[src/rtl/host_bus_arbiter.sv]
// Round-robin arbiter sharing one host memory port between N_REQ bus masters.
// One transaction in flight at a time; a watchdog aborts transactions that never complete.
module host_bus_arbiter #(
   parameter int          N_REQ          = 3,
   parameter int          TIMEOUT_CYCLES = 1024,
   parameter logic [31:0] ERR_RDATA      = 32'hDEAD_BEEF
) (
   input  logic                     sys_clk,
   input  logic                     rst_n,
   input  logic [N_REQ-1:0]         s_valid,
   input  logic [N_REQ*32-1:0]      s_addr,
   input  logic [N_REQ*32-1:0]      s_wdata,
   input  logic [N_REQ*4-1:0]       s_wstrb,
   output logic [N_REQ-1:0]         s_ready,
   output logic [31:0]              s_rdata,
   output logic                     m_valid,
   output logic [31:0]              m_addr,
   output logic [31:0]              m_wdata,
   output logic [3:0]               m_wstrb,
   input  logic                     m_ready,
   input  logic [31:0]              m_rdata,
   output logic [$clog2(N_REQ)-1:0] grant_id,
   output logic                     timeout_pulse,
   output logic [7:0]               timeout_count
);

   localparam int GW    = $clog2(N_REQ);
   localparam int WD_W  = (TIMEOUT_CYCLES < 2) ? 1 : $clog2(TIMEOUT_CYCLES + 1);
   localparam logic [WD_W-1:0] WD_MAX = WD_W'(TIMEOUT_CYCLES);
   localparam bit   TO_EN = (TIMEOUT_CYCLES != 0);

   typedef enum logic [1:0] {IDLE = 2'd0, BUSY = 2'd1, COOL = 2'd2} state_t;

   state_t          state_q, state_d;
   logic [GW-1:0]   rr_ptr;
   logic [GW-1:0]   win_idx;
   logic [GW-1:0]   cand;
   int              cand_i;
   logic            win_found;
   logic            grant_en;
   logic            done_ok;
   logic            done_to;
   logic [WD_W-1:0] wd_q;

   logic [31:0] addr_a  [N_REQ];
   logic [31:0] wdata_a [N_REQ];
   logic [3:0]  wstrb_a [N_REQ];

   for (genvar i = 0; i < N_REQ; i++) begin : g_unpack
      assign addr_a[i]  = s_addr[32*i +: 32];
      assign wdata_a[i] = s_wdata[32*i +: 32];
      assign wstrb_a[i] = s_wstrb[4*i +: 4];
   end

   function automatic logic [7:0] sat_inc8(input logic [7:0] v);
      return (v == 8'hFF) ? v : v + 8'd1;
   endfunction

   // First valid requester at or above rr_ptr, wrapping at N_REQ (not at 2**GW).
   always_comb begin
      win_found = 1'b0;
      win_idx   = '0;
      cand_i    = 0;
      cand      = '0;
      for (int k = 0; k < N_REQ; k++) begin
         cand_i = int'(rr_ptr) + k;
         if (cand_i >= N_REQ) cand_i = cand_i - N_REQ;
         cand = GW'(cand_i);
         if (!win_found && s_valid[cand]) begin
            win_found = 1'b1;
            win_idx   = cand;
         end
      end
   end

   always_ff @(posedge sys_clk or negedge rst_n) begin
      if (!rst_n) state_q <= IDLE;
      else        state_q <= state_d;
   end

   // A completion on the watchdog's final cycle takes priority over the abort.
   always_comb begin
      state_d  = state_q;
      grant_en = 1'b0;
      done_ok  = 1'b0;
      done_to  = 1'b0;
      unique case (state_q)
         IDLE: begin
            if (win_found) begin
               grant_en = 1'b1;
               state_d  = BUSY;
            end
         end
         BUSY: begin
            if (m_ready) begin
               done_ok = 1'b1;
               state_d = COOL;
            end else if (TO_EN && (wd_q == WD_MAX)) begin
               done_to = 1'b1;
               state_d = COOL;
            end
         end
         COOL:    state_d = IDLE;
         default: state_d = IDLE;
      endcase
   end

   always_ff @(posedge sys_clk or negedge rst_n) begin
      if (!rst_n) begin
         m_valid       <= 1'b0;
         m_addr        <= '0;
         m_wdata       <= '0;
         m_wstrb       <= '0;
         s_ready       <= '0;
         s_rdata       <= '0;
         grant_id      <= '0;
         rr_ptr        <= '0;
         wd_q          <= '0;
         timeout_pulse <= 1'b0;
         timeout_count <= '0;
      end else begin
         s_ready       <= '0;
         timeout_pulse <= 1'b0;
         if (grant_en) begin
            m_valid  <= 1'b1;
            m_addr   <= addr_a[win_idx];
            m_wdata  <= wdata_a[win_idx];
            m_wstrb  <= wstrb_a[win_idx];
            grant_id <= win_idx;
            wd_q     <= '0;
         end else if (done_ok || done_to) begin
            m_valid <= 1'b0;
            s_ready <= N_REQ'(1) << grant_id;
            s_rdata <= done_ok ? m_rdata : ERR_RDATA;
            rr_ptr  <= (grant_id == GW'(N_REQ - 1)) ? '0 : grant_id + 1'b1;
            if (done_to) begin
               timeout_pulse <= 1'b1;
               timeout_count <= sat_inc8(timeout_count);
            end
         end else if (state_q == BUSY && wd_q != WD_MAX) begin
            wd_q <= wd_q + 1'b1;
         end
      end
   end

endmodule

[config.mk]
export PLATFORM = sky130hd
export DESIGN_NAME = host_bus_arbiter
export DESIGN_NICKNAME = d
export VERILOG_FILES = /design/src/rtl/host_bus_arbiter.sv
export SDC_FILE = /design/constraint.sdc
export NUM_CORES = 1
export LEC_CHECK = 0
export CORE_MARGIN = 3
export CORE_UTILIZATION = 30
export DETAILED_ROUTE_END_ITERATION = 12
export PLACE_DENSITY = 0.74
export SYNTH_ARGS = -nofsm -noshare
export SYNTH_HDL_FRONTEND = slang
export SYNTH_SLANG_ARGS = --single-unit
[constraint.sdc]
create_clock -name sys_clk -period 2.2 [get_ports sys_clk]
set_clock_uncertainty 0.15 [all_clocks]
set_input_delay 0.44 -clock sys_clk [delete_from_list [all_inputs] [get_ports sys_clk]]
set_output_delay 0.44 -clock sys_clk [all_outputs]
set_load 0.05 [all_outputs]
# Word-level counts from Yosys, hierarchy flattened
# Cells that the tools add are included.
# classes
n_addsub	8
n_lt_le_gt_ge	7
n_eq_ne	8
shifts	1
n_mux	47
n_bitwise	3
reduce_logical	13
# op_table
op	n
$mux 32	5
$bmux 32 s2	2
$mux 11	3
$mux 2	10
$mux 1	18
$add 11x1->11 const B	1
$eq 11x11->1 const B	1
$ne 11x11->1 const B	1
$lt 2x3->1 const B	3
$add 8x1->8 const B	1
$bmux 4 s2	1
$eq 8x8->1 const B	1
$mux 4	2
$bmux 1 s2	3
$ge 3x2->1 const B	2
$mux 3	2
$reduce_and 2->1	3
$sub 2x2->2 const B	3
$ne 2x2->1 const B	2
$pmux 2 s2	1
$reduce_and 4->1	1
$reduce_bool 2->1	2
$add 2x1->3 const B	1
$add 2x2->3 const B	1
13 further kinds	17
# word_totals
ff_bits	130
in_bits	242
out_inout_bits	115
elab_cells	99

# Depth between registers and ports, before layout
# logic_depth
depth_word	15
depth_mapped	11
depth_no_buf	7

# Worst setup path before layout
# Ideal clock, no wire load.
# synth_path
kind	flip-flop to flip-flop
startpoint	register rr_ptr[0]
endpoint	register m_addr[30]
setup_ns	0.127
t_arrival_ns	2.032
required_ns	1.923
setup_slack_ns	-0.109
stages_incl_launch_ff	9
path_buffers	2
period_less_slack_ns	2.309
cell_sequence	dfrtp_1 -> ha_1 -> buf_4 -> and4bb_1 -> o31ai_4 -> buf_4 -> mux2_2 -> o211ai_1 -> a21oi_1
# synth_between
elab_chain_len	15
elab_cells_between_ends	33
cone_classes	add/sub: 5; order compare: 3; mux: 20; bitwise: 1; reduce/logical: 4
# synth_lines
element	line	rtl
start, declared	35	logic [GW-1:0] rr_ptr;
start signal, assigned	135	rr_ptr <= (grant_id == GW'(N_REQ - 1)) ? '0 : grant_id + 1'b1;
parallel branches: the longest is 15 deep, another holds $add 2x1->3	n/a	
end signal, assigned	126	m_addr <= addr_a[win_idx];
end, declared	17	output logic [31:0] m_addr,
# Several ways; the timed one is not identified. The select of a mux whose other input is x is not followed.
# A chain may end at the register's enable or synchronous reset.

# Worst setup path in the final report
# layout_path
startpoint	register rr_ptr[1]
endpoint	register m_wdata[25]
# layout_between
elab_chain_len	15
elab_cells_between_ends	33
cone_classes	add/sub: 5; order compare: 3; mux: 20; bitwise: 1; reduce/logical: 4
# layout_lines
element	line	rtl
parallel branches: the longest is 15 deep, another holds $add 2x1->3	n/a	
end signal, assigned	127	m_wdata <= wdata_a[win_idx];
end, declared	18	output logic [31:0] m_wdata,
# Several ways; the timed one is not identified. The select of a mux whose other input is x is not followed.

==> impl_metrics.yaml <==
clock_network:
  h-tree-depth: 4
  cts_tree: "yes"
  clk_pin_slew_ns: 0.07
  numCtsBuffers: 17
  clk_latency_ns: 0.42
  clockBufferDepth: 2
  clockRootBuffer: "clkbuf_16"
  clock_sinks: 130
global_routing:
  grt_pass1_vias: 8861
  track_usage: 0.215
  grt.overflow.total: 0
  grt_max_degree: 69
  grt_pass1_wl_mm: 49.1
  antenna_found_initial: 0
synthesis:
  synthMuxAreaShare: 0.00668
  ys_seq_area_frac: 0.414
  syn_area_per_cell_um2: 8.45
  synth_top_family_by_area: "simple AND/OR/NAND/NOR gates"
  postSynthCellCount: 931
  synth-seq-cells: 130
  synth-xor-area-share: 0.0189
  yosysUniqueCellTypes: 44
  synth_fa_ha_area_frac: 0.00955
  synth-compound-area-share: 0.175
  async_flop_share: 1.00
  synth_area_um2: 7860
  ys.flop_type: "dfrtp_1"
  synth_simple_gate_area_share: 0.314
  syn_nets: 1179
  synth_edf_count: 0
  ys_warn_count: 0
worst_setup_path:
  worstPathMaxFanout: 17
  startpoint_type: "register"
  critical_path_required_ns: 2.34
  cp.arrival_ns: 2.49
  path_class: "register to register"
  cp-end-kind: "register"
placed_design:
  placed_cells: 1594
  gp_congestion: 0.875
  dp_slack_ns: -0.483
  io_buffer_count: 356
  hpwl_mm: 22.5
cells_and_area:
  post-route-util: 0.529
  final_common_cell: "clkdlybuf4s50_1"
  syn_to_final_growth_pct: 71.2
  post_route_cells_drive_above_1_share: 0.140
  num_antenna_cells: 0
  layout_common_cells: "257 x clkdlybuf4s50_1, 142 x nand2_1, 139 x nand4_1, 129 x dfrtp_1"
  fillers: 2310
  fin_nets: 1552
  final_cells: 1647
power_and_ir_drop:
  peakVddDrop_v: 0.000930
  power_frac_comb: 0.702
  power.total_w: 0.0234
  p_sw_w: 0.0118
  switching_share: 0.503
  clockPowerShare: 0.126
  p_leak_nw: 5.90
  power_density_nw_per_um2: 1740
  seqPwrFrac: 0.171
  internal-power_w: 0.0116
die:
  die_y_um: 168
  rows: 58
  dieWidth_um: 168
  pin_count: 357
  dieArea_um2: 28200
  start_util: 0.309
  core_um2: 25500
drt:
  drtIter0Drc: 767
  route.detailed.drc: 0
  drt-wirelength-per-cell_um: 20.4
  dr.pass1.iters: 5
  finalWirelength_mm: 33.7
  viasPerCell: 5.65
  vias: 9303
  ant_nets: 0
worst_hold_path:
  hp-class: "input port to async pin"
timing:
  final.min_clock_period_ns: 2.35
  worst_pin_slew_ns: 0.560
  min_period_over_period: 1.07
  slew_headroom: 0.626
  hold_violations: 0
  setup_ws_ns: -0.149
  setup_viol: 72
  fmax_mhz: 426
  rsz0062_at_grt: "true"
  drv_slew: 0
flow_run:
  cap_violations: 0
run_status:
  status: "finished with violations"
  violations: "setup timing"
[stage by stage]
step	setup TNS, ns	instance area, um^2	hold slack [ns]
floorplan	-0.374	7940	-0.00559
global placement	-28.18	12300	0.180
detailed placement	-35.06	12300	0.179
CTS	-5.01	12900	0.307
global route	-15.23	13500	0.318
finish	-7.99	13500	0.317
[critical path, stage by stage, from the launching register on]
cell	delay, ns
dfrtp_1	0.42
inv_2	0.07
ha_4	0.19
buf_6	0.12
a221o_1	0.29
a21o_1	0.19
a22o_4	0.30
nand2_8	0.16
clkbuf_16	0.21
o211ai_1	0.11
[synthesized netlist by cell type, types with 2 or more instances]
cell type | number | area, um^2
inv_1 | 8 | 30.0
xor2_1 | 15 | 131
a21oi_1 | 6 | 30.0
nor3_1 | 5 | 25.0
nor4b_1 | 2 | 17.5
nand4_1 | 139 | 870
buf_4 | 12 | 90.1
nand3_1 | 71 | 355
clkbuf_1 | 59 | 221
nor2_1 | 21 | 78.8
ha_1 | 6 | 75.1
xnor2_1 | 2 | 17.5
and3_1 | 71 | 444
dfrtp_1 | 130 | 3250
buf_2 | 22 | 110
nor3b_1 | 4 | 30.0
o21ai_0 | 34 | 170
nand2_1 | 143 | 537
nand3b_1 | 3 | 22.5
o211ai_1 | 70 | 526
mux2_2 | 2 | 22.5
a22oi_1 | 68 | 510
buf_1 | 9 | 33.8
nand2b_1 | 5 | 31.3
a21o_1 | 3 | 22.5
mux2i_1 | 3 | 30.0
[worst paths after layout]
check	to	cells past startpoint	from	slack [ns]
worst max register to register	m_wdata[25]	9	rr_ptr[1]	-0.15
worst min register to register	m_wdata[11]	2	m_wdata[11]	0.34
max in group asynchronous	m_valid	3	rst_n	0.98
min in group sys_clk	m_wdata[11]	2	m_wdata[11]	0.34
worst max-delay path	m_wdata[25]	9	rr_ptr[1]	-0.15
worst min-delay path	s_rdata[0]	2	rst_n	0.32
[what timing repair did]
| item | in CTS | in global routing |
|---|---|---|
| gates resized for setup | 51 | 67 |
| endpoints found under the hold margin | 27 | 0 |
| cloned | 0 | 9 |
| endpoints found under the setup margin | 119 | 140 |
| pin swaps | 0 | 25 |
| hold buffers | 1 | 0 |
| setup buffers | 0 | 11 |
[logic make-up (layout without fill, tap and decap cells)]
family                     count (synthesis)  count (layout)
and+or+nand+nor                          471             471
AOI/OAI and AO/OA                        192             192
DFF                                      130             130
buffers and inverters                    110             496
xor gates and xnor gates                  17              17
adders and majority gates                  6               6
muxes                                      5               5
[layer usage]
metal / global-route usage / part of all wire
met5: 0 / 0
met3: 0.0538 / 0.090
met2: 0.352 / 0.47
met4: 0.0758 / 0.034
met1: 0.278 / 0.41
[sequential cells by signal, summed over array words and instances, names as in the netlist, 3 cells and up]
signal / count
m_wstrb: 4
wd_q: 11
timeout_count: 8
m_wdata: 32
s_ready: 3
s_rdata: 32
m_addr: 32
[power by group through the flow]
| stage | combinational (W) | clock, W | sequential, W |
|---|---|---|---|
| final | 0.0164 | 0.00296 | 0.00401 |
| after global routing | 0.0175 | 0.00314 | 0.00414 |
| after CTS | 0.0150 | 0.00303 | 0.00402 |
| after detailed placement | 0.0152 | 0 | 0.00406 |
| after global placement | 0.0150 | 0 | 0.00403 |
| after floorplan | 0.00607 | 0 | 0.00715 |
[final cells by class]
cell class                 count  area (um^2)  share of cell area
timing repair buffer         456         4830               0.359
multi-input combinational    691         4320               0.321
sequential                   130         3250               0.242
clock buffer                  17          425              0.0316
tap                          330          413              0.0307
clock inverter                15          188              0.0139
inverter                       8         30.0             0.00223
Note: power is estimated with default switching activity, not from simulation.
